### config.mk
export PLATFORM = sky130hd
export DESIGN_NAME = sram_bus_arbiter
export DESIGN_NICKNAME = d
export VERILOG_FILES = /design/src/rtl/sram_arb_pkg.sv /design/src/rtl/sram_arb_grant.sv /design/src/rtl/sram_bus_arbiter.sv
export SDC_FILE = /design/constraint.sdc
export NUM_CORES = 1
export LEC_CHECK = 0
export ABC_AREA = 1
export CAP_MARGIN = 0
export CORE_MARGIN = 3
export CORE_UTILIZATION = 41
export CTS_BUF_LIST = sky130_fd_sc_hd__clkbuf_2
export DETAILED_ROUTE_END_ITERATION = 12
export PLACE_DENSITY = 0.93
export SLEW_MARGIN = 30
export SYNTH_ARGS = -nofsm -noshare
export SYNTH_HDL_FRONTEND = slang
export SYNTH_SLANG_ARGS = --single-unit
export TNS_END_PERCENT = 1
### constraint.sdc
create_clock -name clk -period 1.9 [get_ports clk]
set_clock_uncertainty 0.05 [all_clocks]
set_input_delay 0.38 -clock clk [delete_from_list [all_inputs] [get_ports clk]]
set_output_delay 0.38 -clock clk [all_outputs]
set_load 0.03 [all_outputs]
### src/rtl/sram_arb_pkg.sv
// Shared types and constants for the BaseRAM arbiter: FSM states, grant encoding,
// SRAM bus widths and the wait-state counter width.
package sram_arb_pkg;

   localparam int SRAM_AW = 20;
   localparam int DW      = 32;
   localparam int WAIT_W  = 3;

   typedef enum logic [2:0] {
      ST_IDLE,
      ST_RD,
      ST_WR_SETUP,
      ST_WR_PULSE,
      ST_WR_HOLD,
      ST_DONE
   } state_t;

   typedef enum logic {
      GRANT_IF  = 1'b0,
      GRANT_MEM = 1'b1
   } grant_t;

   // Clamp a wait-state count into the counter's range.
   function automatic logic [WAIT_W-1:0] wait_load(input int unsigned cycles);
      return (cycles > 7) ? 3'd7 : WAIT_W'(cycles);
   endfunction

endpackage

### src/rtl/sram_arb_grant.sv
// Combinational winner selection between fetch and data requests.
// With SRAM_ARB_FAIR_EN defined, contention alternates against the last grant.
module sram_arb_grant
   import sram_arb_pkg::*;
(
   input  logic   if_req,
   input  logic   mem_req,
`ifdef SRAM_ARB_FAIR_EN
   input  grant_t last_grant,
`endif
   output logic   grant_valid,
   output grant_t grant
);

   always_comb begin
      grant_valid = if_req | mem_req;
      grant       = GRANT_MEM;
`ifdef SRAM_ARB_FAIR_EN
      if (if_req && mem_req) begin
         grant = (last_grant == GRANT_MEM) ? GRANT_IF : GRANT_MEM;
      end else if (if_req) begin
         grant = GRANT_IF;
      end
`else
      if (if_req && !mem_req) begin
         grant = GRANT_IF;
      end
`endif
   end

endmodule

### src/rtl/sram_bus_arbiter.sv
// Shares the BaseRAM port between instruction fetch and data access, sequencing
// multi-cycle reads/writes with WAIT_CYCLES wait states. Fair grant: SRAM_ARB_FAIR_EN.
module sram_bus_arbiter
   import sram_arb_pkg::*;
#(
   parameter int unsigned WAIT_CYCLES = 1
) (
   input  logic               clk,
   input  logic               rst,
   input  logic               if_req,
   input  logic [31:0]        if_addr,
   output logic [DW-1:0]      if_rdata,
   output logic               if_ack,
   output logic               if_stall,
   input  logic               mem_req,
   input  logic               mem_we,
   input  logic [3:0]         mem_be,
   input  logic [31:0]        mem_addr,
   input  logic [DW-1:0]      mem_wdata,
   output logic [DW-1:0]      mem_rdata,
   output logic               mem_ack,
   output logic [SRAM_AW-1:0] sram_addr,
   output logic [DW-1:0]      sram_wdata,
   output logic               sram_data_oe,
   input  logic [DW-1:0]      sram_rdata,
   output logic               sram_ce_n,
   output logic               sram_oe_n,
   output logic               sram_we_n,
   output logic [3:0]         sram_be_n
);

   localparam logic [WAIT_W-1:0] WAIT_LOAD = wait_load(WAIT_CYCLES);

   state_t              state;
   grant_t              owner;
   logic [WAIT_W-1:0]   wait_cnt;

   logic                grant_valid;
   grant_t              grant;
   logic                win_we;
   logic [3:0]          win_be;
   logic [SRAM_AW-1:0]  win_word;
   logic [DW-1:0]       win_wdata;

   // Byte-lane and high address bits never reach the 1M-word SRAM.
   logic unused_addr_bits;
   assign unused_addr_bits = ^{if_addr[31:22], if_addr[1:0], mem_addr[31:22], mem_addr[1:0]};

   assign if_stall = if_req & ~if_ack;

   sram_arb_grant u_grant (
      .if_req      (if_req),
      .mem_req     (mem_req),
`ifdef SRAM_ARB_FAIR_EN
      .last_grant  (owner),
`endif
      .grant_valid (grant_valid),
      .grant       (grant)
   );

   // Fetch is always a full-word read; only the data port can write.
   always_comb begin
      if (grant == GRANT_MEM) begin
         win_we    = mem_we;
         win_be    = mem_be;
         win_word  = mem_addr[21:2];
         win_wdata = mem_wdata;
      end else begin
         win_we    = 1'b0;
         win_be    = 4'h0;
         win_word  = if_addr[21:2];
         win_wdata = '0;
      end
   end

   always_ff @(posedge clk) begin
      if (rst) begin
         state        <= ST_IDLE;
         owner        <= GRANT_MEM;
         wait_cnt     <= '0;
         sram_addr    <= '0;
         sram_wdata   <= '0;
         sram_data_oe <= 1'b0;
         sram_ce_n    <= 1'b1;
         sram_oe_n    <= 1'b1;
         sram_we_n    <= 1'b1;
         sram_be_n    <= 4'hF;
         if_ack       <= 1'b0;
         mem_ack      <= 1'b0;
         if_rdata     <= '0;
         mem_rdata    <= '0;
      end else begin
         // Acks are high only for the single DONE cycle.
         if_ack  <= 1'b0;
         mem_ack <= 1'b0;
         case (state)
            ST_IDLE: begin
               if (grant_valid) begin
                  owner      <= grant;
                  sram_addr  <= win_word;
                  sram_wdata <= win_wdata;
                  wait_cnt   <= WAIT_LOAD;
                  if (!win_we) begin
                     state     <= ST_RD;
                     sram_ce_n <= 1'b0;
                     sram_oe_n <= 1'b0;
                     sram_be_n <= 4'h0;
                  end else if (win_be != 4'h0) begin
                     state        <= ST_WR_SETUP;
                     sram_ce_n    <= 1'b0;
                     sram_data_oe <= 1'b1;
                     sram_be_n    <= ~win_be;
                  end else begin
                     // Empty write: nothing to strobe, complete immediately.
                     state <= ST_DONE;
                     if (grant == GRANT_MEM) mem_ack <= 1'b1;
                     else                    if_ack  <= 1'b1;
                  end
               end
            end
            ST_RD: begin
               if (wait_cnt == '0) begin
                  state     <= ST_DONE;
                  wait_cnt  <= WAIT_LOAD;
                  sram_ce_n <= 1'b1;
                  sram_oe_n <= 1'b1;
                  sram_be_n <= 4'hF;
                  if (owner == GRANT_MEM) begin
                     mem_rdata <= sram_rdata;
                     mem_ack   <= 1'b1;
                  end else begin
                     if_rdata  <= sram_rdata;
                     if_ack    <= 1'b1;
                  end
               end else begin
                  wait_cnt <= wait_cnt - 1'b1;
               end
            end
            ST_WR_SETUP: begin
               state     <= ST_WR_PULSE;
               wait_cnt  <= WAIT_LOAD;
               sram_we_n <= 1'b0;
            end
            ST_WR_PULSE: begin
               if (wait_cnt == '0) begin
                  state     <= ST_WR_HOLD;
                  wait_cnt  <= WAIT_LOAD;
                  sram_we_n <= 1'b1;
               end else begin
                  wait_cnt <= wait_cnt - 1'b1;
               end
            end
            ST_WR_HOLD: begin
               state        <= ST_DONE;
               wait_cnt     <= WAIT_LOAD;
               sram_ce_n    <= 1'b1;
               sram_data_oe <= 1'b0;
               sram_be_n    <= 4'hF;
               if (owner == GRANT_MEM) mem_ack <= 1'b1;
               else                    if_ack  <= 1'b1;
            end
            ST_DONE: begin
               // Requests are still high here; returning to IDLE first avoids re-service.
               state    <= ST_IDLE;
               wait_cnt <= WAIT_LOAD;
            end
            default: begin
               state <= ST_IDLE;
            end
         endcase
      end
   end

endmodule
==> flow_metrics.tcl <==
set metrics [dict create \
    status "completed" \
    diodes 0 \
    vias_per_cell 5.100 \
    clkSinkCount 133 \
    maxSlewHeadroom_pct 59.09 \
    totalPowerFinal_mw 11.10 \
    power.density_nw_per_um2 1449 \
    cts_buffer_depth 2 \
    die_area_um2 13890 \
    slew_viol_final 0 \
    start_kind "flop" \
    min_path_type "in -> reg" \
    ctsHoldBuffers 0 \
    min_period_over_period_pct 92.96 \
    htreeDepth 4 \
    whs_path_depth 5 \
    yosys.cell_types.count 26 \
    cts_tree "built" \
    cts_buffers 17 \
    fill_cells 1027 \
    endpoint_kind "output pin" \
    yosysWarningCount 0 \
    yosys.area.top_type_share_pct 51.92 \
    grt_antenna_before_repair 0 \
    place_congestion 0.8466 \
    die_h_um 117.8 \
    portBuffers 239 \
    crit-reg2reg-launch "state[1]" \
    worstMarginPinSlew_ns 0.6128 \
    min_to "sram_data_oe" \
    layout-drive-gt1-share_pct 21.19 \
    cap_violations 0 \
    leakagePower_nw 3.341 \
    vias 5503 \
    path_max_fanout 2 \
    crit_required_ns 1.47 \
    ys_ff_latch 133 \
    rr_worst_depth 8 \
    max_freq_ghz 0.5662 \
    hold_violations 0 \
    synth_nets 804 \
    synth_area_leaders "dfxtp_1, nor2_1, o21ai_0, nand3_1, nand2_1" \
    first_global_vias 5277 \
    crit_family "flip-flops" \
    syn2layout_area_growth_pct 49.35 \
    grt_max_degree 46 \
    yosysTopAreaCell "dfxtp_1" \
    drtAntennaViolNets 0 \
    setup_viol 0 \
    wire_per_inst_um 15.22 \
    fin_util_pct 63.24 \
    dpl.hpwl_mm 11.53 \
    min_from "if_req" \
    min_period_ns 1.766 \
    slowest_delay_ns 0.38 \
    ir_worst_vdd_v 0.0007335 \
    worstPathArrival_ns 1.34 \
    die_x_um 117.8 \
    cts.clk_slew.worst_paths_ns 0.20 \
    grt_pass1_wl_mm 26.29 \
    grt_overflow 0 \
    crit_type "reg -> out" \
    drtIter0Drc 313 \
    start_util_pct 42.35 \
    crit_chain "clkdlybuf4s18_2" \
    reg2reg_setup_slack_ns 0.17 \
    clock_latency_ns 0.66 \
    grt_use_total_pct 23.31 \
    yosysSeqAreaShare_pct 51.92 \
    crit_slowest_cell "dfxtp_1" \
    r2r_end "mem_rdata[13]" \
    drcViolationCount 0 \
    wl_mm 16.42 \
    syn_area_per_cell_um2 7.689 \
    clockRootBuffer "clkbuf_2" \
    first_pass_iters 5 \
    postSynthCellCount 667 \
    synth_area_um2 5129 \
    grt_setup_unrepaired "yes" \
    ioPinCount 264 \
    finalNetCount 1036 \
    crit_start "if_rdata[10]" \
    path_buf_inv 1 \
    core_area_um2 12110 \
    num_rows 40 \
]
synth_stat cells (all sizes together):
master and instances:
dfxtp 133, nand2 86, o21ai 99, o22ai 1
a31oi 20, buf 24, nand3 69, nand4 1
nor2 146, o31ai 2, o221ai 1, clkbuf 24
inv 22, a21boi 1, a21oi 38
registers in the layout, indices dropped and copies added, names as in the netlist:
name and count:
if_ack 1, if_rdata 32, mem_ack 1, mem_rdata 32, owner 1, sram_addr 20, sram_be_n 4, sram_ce_n 1
sram_data_oe 1, sram_oe_n 1, sram_wdata 32, sram_we_n 1, state 3, wait_cnt 3
how the worst max path moves through the flow:
stage,end,slack [ns],depth (start not counted)
floorplan,if_stall,0.26,4
global placement,sram_be_n[0],-0.03,7
detailed placement,sram_be_n[2],-0.08,7
CTS,mem_rdata[10],-0.04,1
global route,mem_rdata[25],-0.02,1
finish,if_rdata[10],0.13,1
per-layer routing:
layer  vias up  routed length, um  track usage (%)
met5         -                  0                0
met3        23               1768            10.52
met4         0                304            7.546
li1       2681                  -                -
met1      2531               6304            25.28
met2       268               8045            40.53
repair_timing:
| item | CTS | global route |
|---|---|---|
| gates resized for setup | 376 | 131 |
| endpoints found under the setup margin | 126 | 71 |
| buffers inserted | 0 | 0 |
final cells by class:
| cell class | instances | area [um2] | area share [%] |
|---|---|---|---|
| clock buffers | 21 | 105.1 | 1.372 |
| inverters | 22 | 82.58 | 1.078 |
| multi-input cells | 464 | 2118 | 27.65 |
| repair buffers | 261 | 2372 | 30.97 |
| well taps | 168 | 210.2 | 2.744 |
| clock inverters | 10 | 108.9 | 1.421 |
| flip-flops and latches | 133 | 2663 | 34.76 |
layout by cell type, fill, tap and decap left out, types with 17 or more instances in the layout:
cell,n
a21oi_1,38
a31oi_1,20
buf_2,60
buf_4,18
clkbuf_2,23
clkdlybuf4s15_2,57
clkdlybuf4s50_1,111
dfxtp_1,133
inv_1,17
nand2_1,83
nand3_1,69
nor2_1,140
o21ai_0,90
metrics by stage:
stage	hold WS, ns	cell area, um2	std cells	setup WS [ns]	TNS, ns
after floorplan	0.3952	5129	667	0.2635	0
after global placement	0.3895	7679	1048	-0.02600	-0.1088
after detailed placement	0.3948	7679	1048	-0.08094	-0.1156
after CTS	0.1097	8048	1079	-0.04142	-0.04142
after global routing	0.08775	7660	1079	-0.01766	-0.01766
final	0.1840	7660	1079	0.1338	0
cell families after synthesis:
| logic type | share of synthesized area, % |
|---|---|
| AND/OR/NAND/NOR | 24.76 |
| flip-flops | 51.92 |
| AO/OA/AOI/OAI | 16.54 |
| buffers and inverters | 6.782 |
power by group:
group,internal (mW),switching [mW]
sequential,3.59,0.429
combinational,1.86,3.62
clock,0.607,0.994
No activity file was read; power rests on OpenSTA's default activity.
